--- src/rtl/dispatcher_pkg.sv ---
// Shared definitions for the instruction dispatcher: FSM state encoding,
// mode codes and the fixed 32-bit instruction field map.
package dispatcher_pkg;

  typedef enum logic [2:0] {
    ST_IDLE   = 3'd0,
    ST_DECODE = 3'd1,
    ST_START  = 3'd2,
    ST_WAIT   = 3'd3,
    ST_RETIRE = 3'd4,
    ST_FAULT  = 3'd5
  } state_t;

  localparam logic [1:0] MODE_RR  = 2'b00;
  localparam logic [1:0] MODE_IMM = 2'b01;

  // Field positions; param2 and the immediate deliberately overlap in [15:14].
  localparam int OPCODE_MSB = 31;
  localparam int OPCODE_LSB = 28;
  localparam int MODE_MSB   = 27;
  localparam int MODE_LSB   = 26;
  localparam int PARAM1_MSB = 25;
  localparam int PARAM1_LSB = 20;
  localparam int PARAM2_MSB = 19;
  localparam int PARAM2_LSB = 14;
  localparam int IMM_MSB    = 15;
  localparam int IMM_LSB    = 0;

  // Modes 2'b10 and 2'b11 have no sequencer behind them.
  function automatic logic mode_is_legal(input logic [1:0] mode);
    return (mode[1] == 1'b0);
  endfunction

endpackage

--- src/rtl/watchdog_counter.sv ---
// Cycle counter that flags a sequencer which never returns done.
// Cleared while the start pulse is issued, counts while waiting, and
// holds at TIMEOUT-1 where expire is raised.
module watchdog_counter #(
  parameter int TIMEOUT = 64
) (
  input  logic clock,
  input  logic reset,
  input  logic clear,
  input  logic enable,
  output logic expire
);

  localparam int CW = $clog2(TIMEOUT);

  logic [CW-1:0] count;

  assign expire = (count == CW'(TIMEOUT - 1));

  // Count waiting cycles, saturating at the expiry value.
  always_ff @(posedge clock or negedge reset) begin
    if (!reset) begin
      count <= '0;
    end else if (clear) begin
      count <= '0;
    end else if (enable && !expire) begin
      count <= count + CW'(1);
    end
  end

endmodule

--- src/rtl/instruction_dispatcher.sv ---
// Initiator side of the start/done handshake: takes one instruction from
// fetch, starts the matching ALU sequencer, holds the operand fields until
// that sequencer answers, then retires (or faults) and returns to IDLE.
module instruction_dispatcher
  import dispatcher_pkg::*;
#(
  parameter int INSTR_W  = 32,
  parameter int OPCODE_W = 4,
  parameter int ADDR_W   = 6,
  parameter int DATA_W   = 16,
  parameter int TIMEOUT  = 64,
  parameter int CNT_W    = 16
) (
  input  logic                clock,
  input  logic                reset,
  input  logic                instr_valid,
  input  logic [INSTR_W-1:0]  instr,
  output logic                instr_ready,
  output logic                imm_start,
  output logic                rr_start,
  input  logic                imm_done,
  input  logic                rr_done,
  output logic [OPCODE_W-1:0] opcode,
  output logic [ADDR_W-1:0]   param1,
  output logic [ADDR_W-1:0]   param2,
  output logic [DATA_W-1:0]   immediate,
  output logic                busy,
  output logic                retire,
  output logic                illegal_instr,
  output logic                timeout_fault,
  output logic [CNT_W-1:0]    retired_count
);

  state_t     state;
  state_t     next_state;
  logic [1:0] mode_q;
  logic       fault_is_illegal;
  logic       selected_done;
  logic       wd_expire;
  logic       transfer;

  assign transfer      = (state == ST_IDLE) && instr_valid;
  assign selected_done = (mode_q == MODE_IMM) ? imm_done : rr_done;

  watchdog_counter #(
    .TIMEOUT (TIMEOUT)
  ) u_watchdog (
    .clock  (clock),
    .reset  (reset),
    .clear  (state == ST_START),
    .enable (state == ST_WAIT),
    .expire (wd_expire)
  );

  // State register; reset aborts any instruction in flight.
  always_ff @(posedge clock or negedge reset) begin
    if (!reset) begin
      state <= ST_IDLE;
    end else begin
      state <= next_state;
    end
  end

  // Next-state logic; in WAIT a done beats a simultaneous watchdog expiry.
  always_comb begin
    next_state = state;
    case (state)
      ST_IDLE:   if (instr_valid) next_state = ST_DECODE;
      ST_DECODE: next_state = mode_is_legal(mode_q) ? ST_START : ST_FAULT;
      ST_START:  next_state = ST_WAIT;
      ST_WAIT: begin
        if (selected_done) begin
          next_state = ST_RETIRE;
        end else if (wd_expire) begin
          next_state = ST_FAULT;
        end
      end
      ST_RETIRE: next_state = ST_IDLE;
      ST_FAULT:  next_state = ST_IDLE;
      default:   next_state = ST_IDLE;
    endcase
  end

  // Moore outputs decoded from the state register only.
  always_comb begin
    instr_ready   = (state == ST_IDLE);
    busy          = (state != ST_IDLE);
    imm_start     = (state == ST_START) && (mode_q == MODE_IMM);
    rr_start      = (state == ST_START) && (mode_q == MODE_RR);
    retire        = (state == ST_RETIRE);
    illegal_instr = (state == ST_FAULT) && fault_is_illegal;
    timeout_fault = (state == ST_FAULT) && !fault_is_illegal;
  end

  // Capture the instruction fields on a transfer and hold them until the next one.
  always_ff @(posedge clock or negedge reset) begin
    if (!reset) begin
      opcode    <= '0;
      mode_q    <= '0;
      param1    <= '0;
      param2    <= '0;
      immediate <= '0;
    end else if (transfer) begin
      opcode    <= instr[OPCODE_MSB:OPCODE_LSB];
      mode_q    <= instr[MODE_MSB:MODE_LSB];
      param1    <= instr[PARAM1_MSB:PARAM1_LSB];
      param2    <= instr[PARAM2_MSB:PARAM2_LSB];
      immediate <= instr[IMM_MSB:IMM_LSB];
    end
  end

  // Remember which fault FAULT should report; decided while decoding.
  always_ff @(posedge clock or negedge reset) begin
    if (!reset) begin
      fault_is_illegal <= 1'b0;
    end else if (state == ST_DECODE) begin
      fault_is_illegal <= !mode_is_legal(mode_q);
    end
  end

  // Retired-instruction counter, wrapping naturally at its width.
  always_ff @(posedge clock or negedge reset) begin
    if (!reset) begin
      retired_count <= '0;
    end else if (state == ST_RETIRE) begin
      retired_count <= retired_count + CNT_W'(1);
    end
  end

endmodule

--- config.mk ---
export PLATFORM = sky130hd
export DESIGN_NAME = instruction_dispatcher
export DESIGN_NICKNAME = d
export VERILOG_FILES = /design/src/rtl/dispatcher_pkg.sv /design/src/rtl/watchdog_counter.sv /design/src/rtl/instruction_dispatcher.sv
export SDC_FILE = /design/constraint.sdc
export NUM_CORES = 1
export LEC_CHECK = 0
export CORE_MARGIN = 8
export CORE_UTILIZATION = 55
export DETAILED_ROUTE_END_ITERATION = 7
export DONT_BUFFER_PORTS = 1
export GPL_ROUTABILITY_DRIVEN = 0
export GPL_TIMING_DRIVEN = 1
export PLACE_DENSITY = 0.7
export REMOVE_ABC_BUFFERS = 1
export SLEW_MARGIN = 20
export SYNTH_ARGS = -nofsm -noshare
export SYNTH_HDL_FRONTEND = slang
export SYNTH_SLANG_ARGS = --single-unit
--- constraint.sdc ---
create_clock -name clock -period 2.95 [get_ports clock]
set_input_delay 0.59 -clock clock [delete_from_list [all_inputs] [get_ports clock]]
set_output_delay 0.59 -clock clock [all_outputs]
set_load 0.01 [all_outputs]
==> summary.md <==
| Metric | Value |
|---|---|
| RSZ-0062 raised after global routing | `false` |
| # IOs | `92` |
| Share of synthesized registers carrying an async set or reset | `100.0%` |
| Resize count post-CTS | `0` |
| Clock Latency Late Sink | `0.33 ns` |
| Worst hold-check path type | `input pin to asynchronous set/reset pin` |
| Layout area overhead | `9.262%` |
| Post-synth top area cell | `dfrtp_1` |
| Chip height | `83.77 µm` |
| Final Hold Viols | `0` |
| Wirelength per Cell | `20.17 µm` |
| Std-Cell Rows | `24` |
| Remaining antenna violation count | `0` |
| Top cells by count, synth | `dfrtp_1 (58), mux2_2 (34), nor2_1 (12)` |
| Nets | `241` |
| Top-count cell post-synth | `dfrtp_1` |
| Number of global-route vias before repair | `1543` |
| Synth cell types | `36` |
| Worst Slack Setup Final | `0.6551 ns` |
| Register area share after synthesis | `57.45%` |
| Drt drc | `0` |
| Initial Util | `57.62%` |
| Max stage delay on crit path | `0.60 ns` |
| Clock Skew | `0.009563 ns` |
| # setup viols final | `0` |
| Highest net fanout along the worst path | `12` |
| Pwr dens | `1047 nW/µm²` |
| Area share of the largest cell type after synthesis | `57.45%` |
| WL final | `5.223 mm` |
| Dominant synthesized flop cell | `dfrtp_1` |
| Synthesized area per cell | `12.63 µm²` |
| Global-route wire length before repair | `8.514 mm` |
| CP Data Required Time | `2.36 ns` |
| Run status | `finished clean` |
| Iteration-0 DRC Markers | `52` |
| Slew Limit Headroom | `59.26%` |
| Share of layout cells above drive strength 1 | `25.60%` |
| Final period util | `77.79%` |
| Number of synthesized flops with an enable pin | `0` |
| Initial antenna violation count | `0` |
| Peak VDD IR | `0.0004240 V` |
| Post-Syn Area | `2526 µm²` |
| CP arrival | `1.70 ns` |
| Worst setup EP type | `output port` |
| Cells along the critical path | `nand2b_1, nor4b_1` |
| Via/cell ratio | `5.977` |
| CP startpoint kind | `register` |
| Warnings, synthesis | `0` |
| Pre-CTS WS | `0.9718 ns` |
| Max Fclk | `435.7 MHz` |
| Antenna diodes | `0` |
| GR Util All Layers | `15.16%` |
| Leak Pwr | `1.240 nW` |
| CTS tree | `done` |
| Slew @ Worst Pin | `0.6025 ns` |
| DIE WIDTH | `83.77 µm` |
| Max cap viols | `0` |
| Minimum clock period | `2.295 ns` |
| Placeable Area | `4384 µm²` |
| Slew Viols, Final | `0` |
| Final Util | `62.96%` |
| Inserted Clock Buffers | `9` |
| Post-Synthesis Cells | `200` |
| Total iterations of the first detailed-routing run | `4` |
| H-tree depth | `3` |
| Port buffer count | `0` |
| Hpwl dp | `3.755 mm` |
| Clk sinks | `58` |
| Die ar. | `7017 µm²` |
| Total Neg Setup Slack | `0 ns` |
| Slowest-stage cell, CP | `nor4b_1` |
| Synthesized flop and latch total | `58` |
| Largest net degree at the start of global routing | `59` |
| Vias | `1548` |
| Top cells by area, synth | `dfrtp_1 (57%), mux2_2 (15%), xnor2_1 (3.1%)` |
| Setup CP Type | `register to output port` |
| Root Driver | `clkbuf_8` |
| Clock Tree Buf Depth | `2` |
| Gr ovfl total | `0` |
| Clk slew on worst S/H paths | `0.06 ns` |
==> cells in the final DEF, fill, tap and decap left out, drive strengths merged, types with 4 or more instances in the layout <==
cell and instances:
nand2b 4, nand2 8, xnor2 9, mux2 35, dfrtp 58, nand3 10
a21oi 7, nor2 12, xor2 6, mux2i 4, inv 4, clkbuf 14
==> sequential cells by signal, summed over array words and instances, names as in the netlist <==
| name | flops |
|---|---|
| mode_q | 2 |
| param1 | 6 |
| u_watchdog.count | 6 |
| opcode | 4 |
| param2 | 6 |
| immediate | 14 |
| state | 3 |
| retired_count | 16 |
| fault_is_illegal | 1 |
==> through the flow <==
stage          cell area (µm²)  hold WS [ns]  power [W]  instances
4_1_cts                   2760        0.1228   0.002932        259
6_report                  2760        0.1346   0.002891        259
5_1_grt                   2760        0.1333   0.003073        259
3_5_place_dp              2535        0.2960   0.002176        242
2_1_floorplan             2462        0.2944   0.001974        189
3_3_place_gp              2535        0.2961   0.002120        242
==> repair_timing <==
item | 4_1_cts | 5_1_grt
hold buffers | 1 | 0
endpoints found under the hold margin | 58 | 0
buffers inserted | 0 | 0
==> worst max-delay path: cells and delay by family (launching register included) <==
kind / cells / cell delay, ns
flip-flops: 1 / 0.50
AND/OR/NAND/NOR: 2 / 0.88
==> where the power goes <==
group / leakage, nW / internal (W) / switching, W
logic: 0.411 / 0.000372 / 0.000272
registers: 0.728 / 0.00109 / 0.000432
clock network: 0.101 / 0.000436 / 0.000286
==> kinds of logic (layout without fill, tap and decap cells) <==
group	Yosys count	count (layout)	synth area share [%]
flops	58	58	57.45
simple gates	56	56	12.48
mux	39	39	17.19
compound gates	15	15	3.566
xor+xnor	15	15	5.201
buf+inv	15	22	3.120
fa+ha+maj	2	2	0.9904
==> layout make-up <==
class | instances | area (µm²)
inverters | 4 | 15.01
fillers | 355 | 1624
repair buffers | 2 | 35.03
multi-input cells | 127 | 996.0
flip-flops and latches | 58 | 1451
clock inverters | 2 | 35.03
well taps | 52 | 65.06
clock buffers | 14 | 162.7
==> routing by layer <==
metal	track usage (%)	up-vias	routed length, µm
met2	22.74	82	2503
li1	-	699	-
met3	7.910	10	519
met4	6.750	0	94
met5	0	-	0
met1	17.57	757	2105
==> worst paths after layout <==
kind	start	end	slack [ns]	cells past startpoint
worst max-delay path	state[2]	imm_start	0.66	2
worst min register to register	fault_is_illegal	fault_is_illegal	0.55	1
min in group clock	instr[4]	immediate[4]	0.41	1
worst min-delay path	reset	param1[0]	0.13	1
worst max register to register	state[0]	opcode[3]	0.96	4
max in group asynchronous	reset	retired_count[1]	2.58	1
No activity file was read; power rests on OpenSTA's default activity.
